--- src/rtl/rsa_pkg.sv ---
// Shared types for the RSA datapath blocks.
package rsa_pkg;

  typedef enum logic [1:0] {
    StIdle = 2'd0,
    StRun  = 2'd1,
    StDone = 2'd2
  } mm_state_e;

endpackage

--- src/rtl/mod_mult_step.sv ---
// One iteration of interleaved modular multiplication: P2 = (2P + bit*a) mod n.
// Requires P < n and a < n so every intermediate fits in WIDTH+1 bits.
module mod_mult_step #(
  parameter int unsigned WIDTH = 32
) (
  input  logic [WIDTH:0]   p_i,
  input  logic [WIDTH-1:0] a_i,
  input  logic [WIDTH-1:0] n_i,
  input  logic             bit_i,
  output logic [WIDTH:0]   p_o
);

  logic [WIDTH:0] n_ext;
  logic [WIDTH:0] dbl;
  logic [WIDTH:0] p1;
  logic [WIDTH:0] sum;

  always_comb begin
    n_ext = {1'b0, n_i};
    dbl   = p_i << 1;
    p1    = (dbl >= n_ext) ? (dbl - n_ext) : dbl;
    sum   = p1 + (bit_i ? {1'b0, a_i} : '0);
    p_o   = (sum >= n_ext) ? (sum - n_ext) : sum;
  end

endmodule

--- src/rtl/mod_mult_seq.sv ---
// Sequential modular multiplier (a*b) mod n, scanning b MSB-first, one bit per cycle.
// Illegal operands (n==0 or a>=n) skip straight to DONE with err_o set.
module mod_mult_seq
  import rsa_pkg::*;
#(
  parameter int unsigned WIDTH = 32
) (
  input  logic             clk_i,
  input  logic             rst_i,
  input  logic             in_valid_i,
  output logic             in_ready_o,
  input  logic [WIDTH-1:0] a_i,
  input  logic [WIDTH-1:0] b_i,
  input  logic [WIDTH-1:0] n_i,
  output logic             out_valid_o,
  input  logic             out_ready_i,
  output logic [WIDTH-1:0] result_o,
  output logic             err_o,
  output logic             busy_o
);

  localparam int unsigned CntW = $clog2(WIDTH);

  mm_state_e        state_q, state_d;
  logic [WIDTH-1:0] a_q, b_q, n_q;
  logic [WIDTH:0]   p_q;
  logic [WIDTH:0]   p2;
  logic [CntW-1:0]  cnt_q;
  logic [WIDTH-1:0] result_q;
  logic             err_q;
  logic             legal;

  assign legal = (n_i != '0) && (a_i < n_i);

  mod_mult_step #(
    .WIDTH (WIDTH)
  ) u_step (
    .p_i   (p_q),
    .a_i   (a_q),
    .n_i   (n_q),
    .bit_i (b_q[cnt_q]),
    .p_o   (p2)
  );

  always_ff @(posedge clk_i or posedge rst_i) begin
    if (rst_i) begin
      state_q <= StIdle;
    end else begin
      state_q <= state_d;
    end
  end

  always_comb begin
    state_d = state_q;
    case (state_q)
      StIdle: if (in_valid_i) state_d = legal ? StRun : StDone;
      StRun:  if (cnt_q == '0) state_d = StDone;
      StDone: if (out_ready_i) state_d = StIdle;
      default: state_d = StIdle;
    endcase
  end

  always_comb begin
    in_ready_o  = (state_q == StIdle);
    out_valid_o = (state_q == StDone);
    busy_o      = (state_q == StRun);
  end

  always_ff @(posedge clk_i or posedge rst_i) begin
    if (rst_i) begin
      a_q      <= '0;
      b_q      <= '0;
      n_q      <= '0;
      p_q      <= '0;
      cnt_q    <= '0;
      result_q <= '0;
      err_q    <= 1'b0;
    end else begin
      case (state_q)
        StIdle: begin
          if (in_valid_i) begin
            a_q   <= a_i;
            b_q   <= b_i;
            n_q   <= n_i;
            p_q   <= '0;
            cnt_q <= CntW'(WIDTH - 1);
            if (!legal) begin
              result_q <= '0;
              err_q    <= 1'b1;
            end
          end
        end
        StRun: begin
          p_q <= p2;
          if (cnt_q == '0) begin
            result_q <= p2[WIDTH-1:0];
          end else begin
            cnt_q <= cnt_q - 1'b1;
          end
        end
        StDone: begin
          if (out_ready_i) err_q <= 1'b0;
        end
        default: ;
      endcase
    end
  end

  assign result_o = result_q;
  assign err_o    = err_q;

endmodule

--- config.mk ---
export PLATFORM = sky130hd
export DESIGN_NAME = mod_mult_seq
export DESIGN_NICKNAME = d
export VERILOG_FILES = /design/src/rtl/rsa_pkg.sv /design/src/rtl/mod_mult_step.sv /design/src/rtl/mod_mult_seq.sv
export SDC_FILE = /design/constraint.sdc
export NUM_CORES = 1
export LEC_CHECK = 0
export ABC_AREA = 1
export CAP_MARGIN = 20
export CELL_PAD_IN_SITES_DETAIL_PLACEMENT = 1
export CELL_PAD_IN_SITES_GLOBAL_PLACEMENT = 2
export CORE_ASPECT_RATIO = 0.9
export CORE_MARGIN = 2
export CORE_UTILIZATION = 30
export DETAILED_ROUTE_END_ITERATION = 12
export PLACE_DENSITY = 0.86
export REMOVE_ABC_BUFFERS = 1
export SYNTH_ARGS = -nofsm -noshare
export SYNTH_HDL_FRONTEND = slang
export SYNTH_HIERARCHICAL = 1
export SYNTH_SLANG_ARGS = --single-unit
--- constraint.sdc ---
create_clock -name clk_i -period 5.38 [get_ports clk_i]
set_input_delay 1.076 -clock clk_i [delete_from_list [all_inputs] [get_ports clk_i]]
set_output_delay 1.076 -clock clk_i [all_outputs]
set_load 0.1 [all_outputs]
# == After elaboration in Yosys (flattened, before gate mapping) ==
# Index checks and enable logic that the tools add are counted.
# Widths: inputs -> output; s select.
# word_totals
ff_bits,168
output_inout_bits,36
# op_classes
mux,23
add_sub_neg,4
n_reduce_logical,12
magnitude_cmp,4
eq_ne,7
# ops
op,count
$mux 32,6
$pmux 32 s2,2
$ge 33x32->1,2
$add 33x32->33,1
$mux 33,1
$sub 33x32->33,1
$lt 32x32->1,1
$reduce_bool 32->1,1
$sub 32x32->32,1
$mux 5,2
$pmux 5 s2,1
$mux 2,4
$reduce_and 4->1,2
$lt 5x6->1 const B,1
$ne 2x2->1 const B,3
$pmux 2 s3,1
$reduce_and 3->1,2
$bmux 1 s5,1
$logic_not 5->1,1
$sub 5x1->5 const B,1
$mux 1,4
$ne 2x1->1 const B,2
$reduce_and 2->1,2
$reduce_bool 2->1,2
5 further kinds,5

# == Depth between registers and ports, before layout ==
# depth
depth_word,8
mapped_depth,41
depth_no_buf,40

# == Cells and area by module ==
# Netlist, hierarchy kept.
# modules_own_cells
module,instances,cells_each,area_each_um2,seq_area_each_um2
mod_mult_seq,1,937,7776.2,4229.1
mod_mult_step,1,1336,7106.8,0.0

# == Least setup slack after synthesis ==
# Ideal clock, no wire load.
# synth_path
path_type,register to register
from,reg n_q[3]
to,reg p_q[3]
path_stages_with_launch,38
t_required_ns,5.310
period_less_slack_ns,5.087
arrival_time_ns,5.017
path_buffers,2
slack_ns,0.293
path_cell_list,dfrtp_1 -> inv_1 -> ha_1 -> nand2_1 -> inv_1 -> nand2_1 -> nand2_1 -> nand2_1 -> nand3_2 -> nand2_1 -> nand3_2 -> nand2_2 -> nand2_4 -> inv_1 -> clkbuf_1 -> o21ai_0 -> ha_1 -> a21oi_1 -> (+2 left out) -> o21ai_0 -> nand2_1 -> nand2_1 -> nand2_1 -> nand2_1 -> nand2_1 -> nand2_1 -> ha_1 -> nand2_1 -> nor2_1 -> nand2_1 -> nor2_1 -> a41oi_1 -> clkbuf_1 -> nand4_1 -> nand2_1 -> nand2_1 -> nand2_1
# synth_via
elab_chain_cells,6
word_cells_on_any_way,8
# synth_rtl
element,line_no,source
"start, declared",mod_mult_seq.sv:25,"logic [WIDTH-1:0] a_q, b_q, n_q;"
"start signal, assigned",mod_mult_seq.sv:84,n_q <= n_i;
$sub 33x32->33 or $ge 33x32->1 (tied branches),mod_mult_step.sv:21,p1 = (dbl >= n_ext) ? (dbl - n_ext) : dbl;
$mux 33,mod_mult_step.sv:21,
$add 33x32->33,mod_mult_step.sv:22,"sum = p1 + (bit_i ? {1'b0, a_i} : '0);"
$sub 32x32->32 or $ge 33x32->1 (tied branches),mod_mult_step.sv:23,p_o = (sum >= n_ext) ? (sum - n_ext) : sum;
$mux 32 (*),mod_mult_step.sv:23,
via p2[3],mod_mult_seq.sv:27,logic [WIDTH:0] p2;
$pmux 32 s2 (*),mod_mult_seq.sv:79,case (state_q)
"end signal, assigned",mod_mult_seq.sv:94,p_q <= p2;
"end, declared",mod_mult_seq.sv:26,logic [WIDTH:0] p_q;
# The timed path passes the listed nets; every way through them passes the cells marked *.
# A chain may end at the register's enable or synchronous reset.

# == Worst setup path after layout ==
# layout_path
from,reg p_q[7]
to,reg result_q[9] (netlist: result_o[9])
# layout_via
elab_chain_cells,7
word_cells_on_any_way,9
# layout_rtl
element,line_no,source
$sub 33x32->33 or $ge 33x32->1 (tied branches),mod_mult_step.sv:21,
$mux 33 (*),mod_mult_step.sv:21,
$add 33x32->33 (*),mod_mult_step.sv:22,
$sub 32x32->32 or $ge 33x32->1 (tied branches),mod_mult_step.sv:23,
$mux 32 (*),mod_mult_step.sv:23,
via p2[9],mod_mult_seq.sv:27,
$mux 32 (*),mod_mult_seq.sv:95,if (cnt_q == '0) begin
$pmux 32 s2 (*),mod_mult_seq.sv:79,
"end signal, assigned",mod_mult_seq.sv:96,result_q <= p2[WIDTH-1:0];
"end, declared",mod_mult_seq.sv:29,logic [WIDTH-1:0] result_q;
# The timed path passes the listed nets; every way through them passes the cells marked *. The select of a mux whose other input is x is not followed.

==> results.md <==
- Mapped cell area: 14790 um2
- Hold Path Class: reg -> reg
- Yosys warns: 6
- Layout cells sized above 1: around two fifths
- Buffers on Ports: 135
- CP Data Required Time: 5.82 ns
- CTS H-Tree Depth: 4
- Clock Sinks: 168
- DRT antenna net count: 0
- Initial antenna violation count: 1
- Core area: 48940 um2
- Syn Area/Cell: 6.553 um2
- Placed cell area: approximately 20000 um2
- First-pass GRT wire length: 114100 um
- Starting Density: 30.22%
- Die ar.: 51100 um2
- Crit-path slowest cell: dfrtp_2
- Num CTS Buffers: 17
- Clk_lat worst skew: 0.52 ns
- Final instance area: 24980 um2
- Worst slew pin tran: 1.041 ns
- Vias per cell: 5.467
- Global Route Usage Sum: 29.25%
- Drt drc: 0
- Most common cell on crit path: nand2_1
- Routed vias: about 20000
- Nets: 3186
- Top cell family by delay on the critical path: simple AND/OR/NAND/NOR gates
- Routed wire per std cell: 23.90 um
- RSZ-0062 raised after global routing: yes
- Clock Path Buffers: 2
- Final Cycle Share: 113.1%
- Status: complete, but fails checks
- Syn-to-layout area delta: 68.88%
- Die width: 238.1 um
- Failing checks: negative setup slack
- Commonest non-fill, non-tap cell in the layout: nand2_1
- # fillers: 5982
- Final Hold Viols: 0
- DR pass1 iterations: 5
- Crit path DAT: 6.53 ns
- Relative slew slack: 30.39%
- Crit end category: flop
- Iteration-0 DRC Markers: 1560
- Clock slew at reported path FFs: ~0.08 ns
- Pins Over Slew Limit: 0
- Die Y: 214.6 um
- Largest net degree at the start of global routing: 110
- Startpoint Class: flop
- Final Core Density: 51.04%
- Place WS: -1.073 ns
- Tmin final: 6.086 ns
- Vias in the first global route: 19700
- Post-DP HPWL: 55580 um
- Aggregate global routing overflow: 0
- Flop2flop setup slack: -0.71 ns
- Worst Path Buf+Inv: 6
- Final worst slack: -0.7060 ns
- WL final: 86050 um
- Max incr delay on CP: roughly 0.47 ns
- Most frequent cells in the layout: nand2_1 (658), buf_4 (562), inv_1 (201)
- Crit Path Class: reg -> reg
- Max-Cap Viols: 0
- Final setup viols: 64
- CTS tree: done
- Area occupied by multi-input gates: 11920 um2
- Crit Path Max Fanout: 19
- IO Pins: about 140
- FF/Latch Area: 4215 um2
- Row count: 77
- Synthesized instance count: 2257
- FMAX: between 150 and 200 MHz
- Root Buffer: clkbuf_16
- Gp weighted congestion: 0.9854
- Setup Skew: 0.02409 ns
-- final timing paths --
check,startpoint,end,cells past startpoint
setup / recovery,p_q[7],result_o[9],36
hold / removal,b_q[3],b_q[3],2
setup reg to reg,p_q[7],result_o[9],36
hold reg to reg,b_q[3],b_q[3],2
max in group asynchronous,rst_i,p_q[25],3
min in group asynchronous,rst_i,b_q[2],2
-- area by class of cell --
| type | instances | share of cell area, % |
|---|---|---|
| inverter | 270 | 4.183 |
| sequential | 168 | 16.88 |
| timing repair buffer | 747 | 25.69 |
| clock buffer | 19 | 1.733 |
| multi-input combinational | 1750 | 47.72 |
| antenna | 1 | 0.01002 |
| tap | 632 | 3.166 |
| clock inverter | 13 | 0.6212 |
-- layer usage --
layer	track usage, %	routed length [um]
met5	0	8
met4	12.42	5325
met3	6.321	7081
met2	47.87	39910
met1	37.20	33720
-- stage by stage --
step                std cells  setup TNS (ns)  hold WS [ns]
finish                   3600          -38.59        0.4758
global route             3599          -50.46        0.4961
CTS                      3539          -6.357        0.4761
detailed placement       3442          -60.94        0.4555
global placement         3442          -50.80        0.4504
floorplan                2188         -123.49        0.4366
-- tightest hold or removal path: stages, from the launching register on --
cell and delay (ns):
dfrtp_1 0.35, nand2_1 0.05, nand2_1 0.04
-- sequential cells by signal (all words and copies together) (netlist names) --
name,flops
state_q,2
err_o,1
n_q,32
result_o,32
p_q,32
cnt_q,5
b_q,32
a_q,32
-- timing repair --
item / CTS / global route
setup endpoints to repair: 64 / 64
hold buffers: 0 / 0
pin swaps: 135 / 131
resized for setup: 443 / 261
setup buffers: 60 / 55
cloned: 5 / 5
Power is left out: the tool's default activity adds up to more than one toggle a clock period on the data nets, which glitch-free logic cannot reach.
